$ cat config.mk
export PLATFORM = sky130hd
export DESIGN_NAME = spi_master_mc
export DESIGN_NICKNAME = d
export VERILOG_FILES = /design/src/rtl/spi_master_mc.sv
export SDC_FILE = /design/constraint.sdc
export NUM_CORES = 1
export LEC_CHECK = 0
export BUFFER_PORTS_ARGS = -buffer_cell sky130_fd_sc_hd__buf_4
export CORE_UTILIZATION = 53
export CTS_CLUSTER_SIZE = 8
export DETAILED_ROUTE_END_ITERATION = 12
export MAX_ROUTING_LAYER = met4
export PLACE_DENSITY = 0.76
export SLEW_MARGIN = 20
export SYNTH_ARGS = -nofsm -noshare
export SYNTH_HDL_FRONTEND = slang
export SYNTH_SLANG_ARGS = --single-unit
$ cat constraint.sdc
create_clock -name clk -period 5.7 [get_ports clk]
set_input_delay 0.57 -clock clk [delete_from_list [all_inputs] [get_ports clk]]
set_output_delay 0.57 -clock clk [all_outputs]
set_load 0.05 [all_outputs]
$ cat src/rtl/spi_master_mc.sv
// rtl/spi_master_mc.sv - full-duplex SPI master, any CPOL/CPHA, bit order and chip-select count
module spi_master_mc #(
  parameter int p_data_width = 8,
  parameter int p_clk_div    = 4,
  parameter int p_cs_num     = 2,
  parameter int p_cs_polar   = 1,
  parameter int p_cpol       = 0,
  parameter int p_cpha       = 0,
  parameter int p_lsb_first  = 0,
  localparam int l_csw       = (p_cs_num > 1) ? $clog2(p_cs_num) : 1
) (
  input  logic                    clk,
  input  logic                    a_rst,
  input  logic                    valid,
  input  logic [p_data_width-1:0] data,
  input  logic [l_csw-1:0]        cs_sel,
  output logic                    ready,
  output logic [p_data_width-1:0] rx_data,
  output logic                    rx_valid,
  output logic                    cs_err,
  output logic                    sck,
  output logic [p_cs_num-1:0]     cs_n,
  output logic                    mosi,
  input  logic                    miso
);

  localparam int l_half  = p_clk_div / 2;
  localparam int l_cnt_w = (l_half > 1) ? $clog2(l_half) : 1;
  localparam int l_hp_w  = $clog2(2 * p_data_width);
  localparam logic l_cpol = (p_cpol != 0);
  localparam logic [p_cs_num-1:0] l_cs_off = (p_cs_polar != 0) ? {p_cs_num{1'b1}} : {p_cs_num{1'b0}};
  localparam logic [p_cs_num-1:0] l_cs_one = p_cs_num'(1);
  localparam logic [l_hp_w-1:0]   l_hp_last = l_hp_w'(2 * p_data_width - 1);

  typedef enum logic [1:0] {S_IDLE, S_SETUP, S_SHIFT, S_HOLD} state_t;

  state_t                  state, state_nxt;
  logic [l_cnt_w-1:0]      cnt;
  logic [l_hp_w-1:0]       hp, hp_nxt;
  logic [p_data_width-1:0] tx_sr, rx_sr;
  logic                    last_cnt, last_hp, lead;
  logic                    accept, finish, tog, do_sample, do_drive;
  logic                    sel_ok;

  function automatic logic first_bit(input logic [p_data_width-1:0] v);
    return (p_lsb_first != 0) ? v[0] : v[p_data_width-1];
  endfunction

  function automatic logic [p_data_width-1:0] shift_out(input logic [p_data_width-1:0] v);
    return (p_lsb_first != 0) ? (v >> 1) : (v << 1);
  endfunction

  function automatic logic [p_data_width-1:0] shift_in(input logic [p_data_width-1:0] v, input logic b);
    return (p_lsb_first != 0) ? {b, v[p_data_width-1:1]} : {v[p_data_width-2:0], b};
  endfunction

  assign sel_ok = (int'(cs_sel) < p_cs_num);

  always_ff @(posedge clk or negedge a_rst) begin
    if (!a_rst) state <= S_IDLE;
    else        state <= state_nxt;
  end

  always_comb begin
    state_nxt = state;
    ready     = (state == S_IDLE);
    accept    = 1'b0;
    finish    = 1'b0;
    tog       = 1'b0;
    last_cnt  = (cnt == l_cnt_w'(l_half - 1));
    last_hp   = (hp == l_hp_last);
    hp_nxt    = (state == S_SETUP) ? '0 : hp + 1'b1;
    case (state)
      S_IDLE:  if (valid) begin accept = 1'b1; state_nxt = S_SETUP; end
      S_SETUP: if (last_cnt) begin tog = 1'b1; state_nxt = S_SHIFT; end
      S_SHIFT: if (last_cnt) begin
                 if (last_hp) state_nxt = S_HOLD;
                 else         tog = 1'b1;
               end
      S_HOLD:  if (last_cnt) begin finish = 1'b1; state_nxt = S_IDLE; end
      default: state_nxt = S_IDLE;
    endcase
    // Even half-period index = leading sck edge.
    lead      = ~hp_nxt[0];
    do_sample = tog && (lead != (p_cpha != 0));
    do_drive  = tog && ((p_cpha != 0) ? lead : (!lead && hp_nxt != l_hp_last));
  end

  always_ff @(posedge clk or negedge a_rst) begin
    if (!a_rst) begin
      cnt      <= '0;
      hp       <= '0;
      tx_sr    <= '0;
      rx_sr    <= '0;
      sck      <= l_cpol;
      cs_n     <= l_cs_off;
      mosi     <= 1'b0;
      rx_data  <= '0;
      rx_valid <= 1'b0;
      cs_err   <= 1'b0;
    end else begin
      rx_valid <= finish;
      cs_err   <= accept && !sel_ok;
      if (state == S_IDLE || last_cnt) cnt <= '0;
      else                             cnt <= cnt + 1'b1;
      if (tog) begin
        hp  <= hp_nxt;
        sck <= ~sck;
      end
      if (accept) begin
        cs_n <= sel_ok ? (l_cs_off ^ (l_cs_one << cs_sel)) : l_cs_off;
        // CPHA=0 must present the first bit before the first sck edge.
        if (p_cpha == 0) begin
          mosi  <= first_bit(data);
          tx_sr <= shift_out(data);
        end else begin
          tx_sr <= data;
        end
      end
      if (do_drive) begin
        mosi  <= first_bit(tx_sr);
        tx_sr <= shift_out(tx_sr);
      end
      if (do_sample) rx_sr <= shift_in(rx_sr, miso);
      if (finish) begin
        cs_n    <= l_cs_off;
        mosi    <= 1'b0;
        rx_data <= rx_sr;
      end
    end
  end

endmodule

Yosys cells after proc, flatten, opt, wreduce, memory -nomap -nowiden
Index checks and enable logic that the tools add are counted.
Storage, ports and cells
  input bits: 13
  word-level logic and storage cells: 57
  register bits after elaboration: 36
Operators by class
  reduce and logical (&&, ||, !) cells: 9
  bitwise gates (word level): 3
  add/subtract/negate cells: 2
  shift operators: 1
  muxes and demuxes: 22
  equality and inequality tests: 10
Operators with widths (count)
  $mux 8: 2
  $mux 2: 7
  $mux 1: 10
  $ne 2x2->1 const B: 5
  $pmux 2 s4: 1
  $reduce_and 5->1: 1
  $add 4x1->4 const B: 1
  $eq 2x2->1 const B: 2
  $eq 4x4->1 const B: 1
  $mux 4: 1
  $ne 4x4->1 const B: 1
  $reduce_bool 2->1: 2
  $logic_and 1x1->1: 3
  $reduce_bool 3->1: 1
  $eq 2x1->1 const B: 1
  $logic_not 2->1: 1
  $not 1->1: 2
  $not 2->2: 1
  $pmux 1 s2: 1
  $shl 1x1->2 const A: 1
  $add 1x1->1 const B: 1
  $logic_or 1x1->1: 1

Depth between registers and ports, before layout
  depth in word-level cells: 7
  gate-level depth with buffers: 7

Worst setup path before layout
No wires, ideal clock.
  kind: flip-flop to flip-flop
  from: register state[0]
  to: register tx_sr[3]
  setup slack: 3.573 ns
  cell stages (with the launch flop): 7
  required time: 5.575 ns
  arrival time: 2.003 ns
  cells stage by stage: dfrtp_1 > inv_1 > ha_1 > nand2_1 > clkbuf_1 > mux2_2 > mux2_2
On the way
  elaborated cells between the ends (all ways): 11
  those cells by class: eq/ne (3); mux (4); reduce/logical (4)
RTL lines
  start: declaration: line 37  | state_t state, state_nxt;
  start signal: assignment: line 61  | else state <= state_nxt;
  $logic_not 2->1
  named net ready: line 17  | output logic ready,
  $mux 1: line 73  | case (state)
  $reduce_bool 2->1 (no line)
  end signal: assignment: line 115  | tx_sr <= shift_out(data);
  end signal: assignment: line 117  | tx_sr <= data;
  end signal: assignment: line 122  | tx_sr <= shift_out(tx_sr);
  end: declaration: line 40  | logic [p_data_width-1:0] tx_sr, rx_sr;
The timed path passes the listed nets, and every way through them passes these cells.
A chain may end at the register's enable or synchronous reset.

Final worst setup path
  from: register state[1]
  to: register tx_sr[3]
On the way
  longest elaborated chain between the ends: 6
  elaborated cells between the ends (all ways): 11
  those cells by class: eq/ne (3); mux (4); reduce/logical (4)
Ends and longest elaborated chain
  $eq 2x1->1: line 72, 73
  $mux 4: line 72  | hp_nxt = (state == S_SETUP) ? '0 : hp + 1'b1;
  $ne 4x4->1: line 86  | do_drive = tog && ((p_cpha != 0) ? lead : (!lead && hp_nxt != l_hp_last));
  $logic_and 1x1->1 (2 in a row): line 86
  $mux 8 / $reduce_bool 2->1 (equally long branches)
Several ways; a longest one is shown, not always the timed one.

==> metrics.md <==
| Metric | Value |
|---|---|
| Outcome | `complete, but fails checks` |
| Failing checks | `DRC` |
| Worst EP arrival | `about 2400 ps` |
| Vias in the first global route | `1028` |
| Avg Inst Size Synth | `between 10 and 15 um^2` |
| First-pass GRT wire length | `between 4000 and 5000 um` |
| All-Layer GR Usage | `19.9%` |
| Hold crit path type | `primary input to async pin` |
| Vias per Instance | `5.63` |
| Final Wtd Congestion | `between 0.8 and 0.9` |
| Diodes inserted | `0` |
| Standard-cell rows | `19` |
| Psw | `0.455 mW` |
| Via count | `1075` |
| Most frequent cell after synthesis | `dfrtp_1` |
| Chip Width | `57.9 um` |
| Yosys cell types | `34` |
| Register area share after synthesis | `a little over half` |
| Die Ht | `57.9 um` |
| Hold buffer count at cts | `0` |
| GR Overflow Total | `0` |
| Crit-path max FO | `10` |
| Fmax achieved | `around 450 MHz` |
| Type of the worst setup path | `register to register` |
| Worst Skew | `about 8.6 ps` |
| Slew Limit Fails | `0` |
| Buf+Inv Stages, Crit Path | `1` |
| Post-synth top cells | `dfrtp_1, mux2_2, nand2_1, a21oi_1, ha_1` |
| Tightest hold margin | `about 160 ps` |
| Pleak | `0.922 nW` |
| Cells after synthesis | `131` |
| CTS Root Cell | `clkbuf_4` |
| Initial DRC count | `40` |
| Ys Warns | `0` |
| Drt drc | `1` |
| Area Overhead vs Synth | `15.6%` |
| Clock buffer count from CTS | `5` |
| Top-area cell type share of the netlist area | `between 40% and 50%` |
| Switch share | `41.9%` |
| H-tree depth | `2` |
| Synth top area cells | `dfrtp_1, mux2_2, ha_1, dfstp_2, a21oi_1` |
| Period utilization | `between 30% and 40%` |
| Max cap viols | `0` |
| Clk Latency, worst-skew pair | `340 ps` |
| Worst setup SP type | `register` |
| Area leader, netlist | `dfrtp_1` |
| Post-DP HPWL | `1860 um` |
| Clock sink count | `35` |
| Post-synthesis instance area | `0.00166 mm^2` |
| Crit-path cells | `inv_1 > ha_1 > o211ai_4 > nor2_4 > nor4b_4 > mux2_2` |
| P_int | `0.632 mW` |
| VDD IR max | `~0.30 mV` |
| Setup crit end kind | `register` |
| Setup-failing EPs final | `0` |
| I/O pin cnt | `28` |
| TritonCTS clock tree | `built` |
| Clock transition at path regs | `100 ps` |
| Routed WL | `around 2700 um` |
| RSZ-0062 raised after global routing | `no` |
| Post-CTS setup buffer count | `0` |
| Worst R2R End | `tx_sr[3]` |
| Comb power frac | `between 40% and 50%` |
| Post_cts resized | `0` |
| RR Startpoint | `state[1]` |
| Routed wire per std cell | `13.9 um` |
| Post-synth EDFFs | `0` |
| Max stage delay cell, worst path | `nor4b_4` |
| FF-to-FF setup slack | `3500 ps` |
| Pwr Density | `between 500 and 600 mW/mm^2` |
| Initial Utilization | `58.1%` |
| Area of the die | `0.00335 mm^2` |
| CP delay by family, top | `simple AND/OR/NAND/NOR gates` |
| Synth Flop Type | `dfrtp_1` |
| Flop pwr share | `about two fifths` |
| Minimum clock period | `roughly 2200 ps` |
| Syn_nets | `149` |
| Drt first pass iters | `10` |
| Fraction of layout cells with a size suffix above 1 | `roughly 44%` |
| Core box area | `0.00285 mm^2` |
| Total negative setup slack | `0 ps` |
| Final hold vios | `0` |
| Initial antenna violation count | `0` |
| Asr flop ratio synth | `100%` |
| Relative slew margins | `62.9%` |
| Clk network pwr share | `11.8%` |
| Synthesized flop and latch total | `35` |
| Post-route ant nets | `0` |
| Slew @ Worst Pin | `555 ps` |
| R2R cell count | `6` |
| Largest net degree at the start of global routing | `36` |
| IO buf count | `26` |
| WP data required | `5930 ps` |
| CTS Buffer Depth | `2` |
| Crit-path max cell delay | `470 ps` |
| Final net count | `~180` |
[cell families (layout without fill, tap and decap cells)]
| group | Yosys count | count (layout) | synth area share, % |
|---|---|---|---|
| AO/OA/AOI/OAI | 22 | 22 | 9.44 |
| multiplexers | 30 | 30 | 20.3 |
| other | 1 | 1 | 0.226 |
| buffers and inverters | 9 | 38 | 2.49 |
| AND/OR/NAND/NOR | 27 | 27 | 9.67 |
| adder cells (fa/ha/maj) | 5 | 5 | 3.78 |
| flip-flops | 35 | 35 | 53.0 |
| XOR/XNOR | 2 | 2 | 1.06 |
[how the worst max path moves through the flow]
stage / from / to / slack [ps] / cells past startpoint
3_5_place_dp: state[1] / tx_sr[3] / 3480 / 6
2_1_floorplan: state[0] / tx_sr[3] / 3570 / 6
5_1_grt: state[1] / tx_sr[3] / 3300 / 6
6_report: state[1] / tx_sr[3] / 3500 / 6
3_3_place_gp: state[1] / tx_sr[4] / 3580 / 6
4_1_cts: state[1] / tx_sr[3] / 3460 / 6
[cell usage in the layout (no fill, tap or decap), types with 2 or more instances in the layout]
cell type / netlist / routed
a21oi_1: 9 / 9
nand2b_1: 2 / 2
o21ai_0: 3 / 3
dfstp_2: 2 / 2
nand3_1: 4 / 4
ha_1: 5 / 5
nand2_1: 10 / 10
clkbuf_4: 0 / 5
clkbuf_1: 2 / 2
inv_1: 4 / 4
dfrtp_1: 33 / 33
xnor2_1: 2 / 2
o211ai_1: 2 / 2
buf_4: 2 / 26
mux2_2: 29 / 29
nor2_1: 3 / 3
[sequential cells by signal, summed over array words and instances, names as in the netlist]
signal    flops
rx_data       8
tx_sr         7
sck           1
rx_sr         8
state         2
mosi          1
hp            4
rx_valid      1
cs_n          2
cnt           1
[layout make-up]
type	count	area [um^2]
multi-input combinational	87	737
clock buffer	7	45.0
fill	237	938
clock inverter	1	5.00
sequential	35	878
timing repair buffer	26	195
inverter	4	15.0
tap	31	38.8
[layer usage]
layer	global-route usage (%)	share of wire (%)	up-vias
li1	-	-	519
met5	-	0	-
met3	7.14	5.5	7
met2	28.6	46	26
met4	8.16	1.8	0
met1	25.6	46	523
[per-stage QoR]
step | instances | util [%] | power, mW | setup slack, ps | area (um^2)
after floorplan | 131 | - | 0.845 | 3570 | 1660
after global placement | 183 | 65.4 | 0.950 | 3580 | 1860
after detailed placement | 183 | 65.4 | 0.970 | 3480 | 1860
after CTS | 191 | 67.1 | 1.10 | 3460 | 1910
after global routing | 191 | 67.1 | 1.17 | 3300 | 1910
final | 191 | 67.1 | 1.09 | 3500 | 1910
[power by group through the flow]
stage | clock, mW | sequential [mW] | combinational, mW
finish | 0.128 | 0.423 | 0.536
global route | 0.145 | 0.438 | 0.584
CTS | 0.133 | 0.424 | 0.543
detailed placement | 0 | 0.429 | 0.541
global placement | 0 | 0.423 | 0.527
floorplan | 0 | 0.514 | 0.332
(Power assumes the default switching activity.)
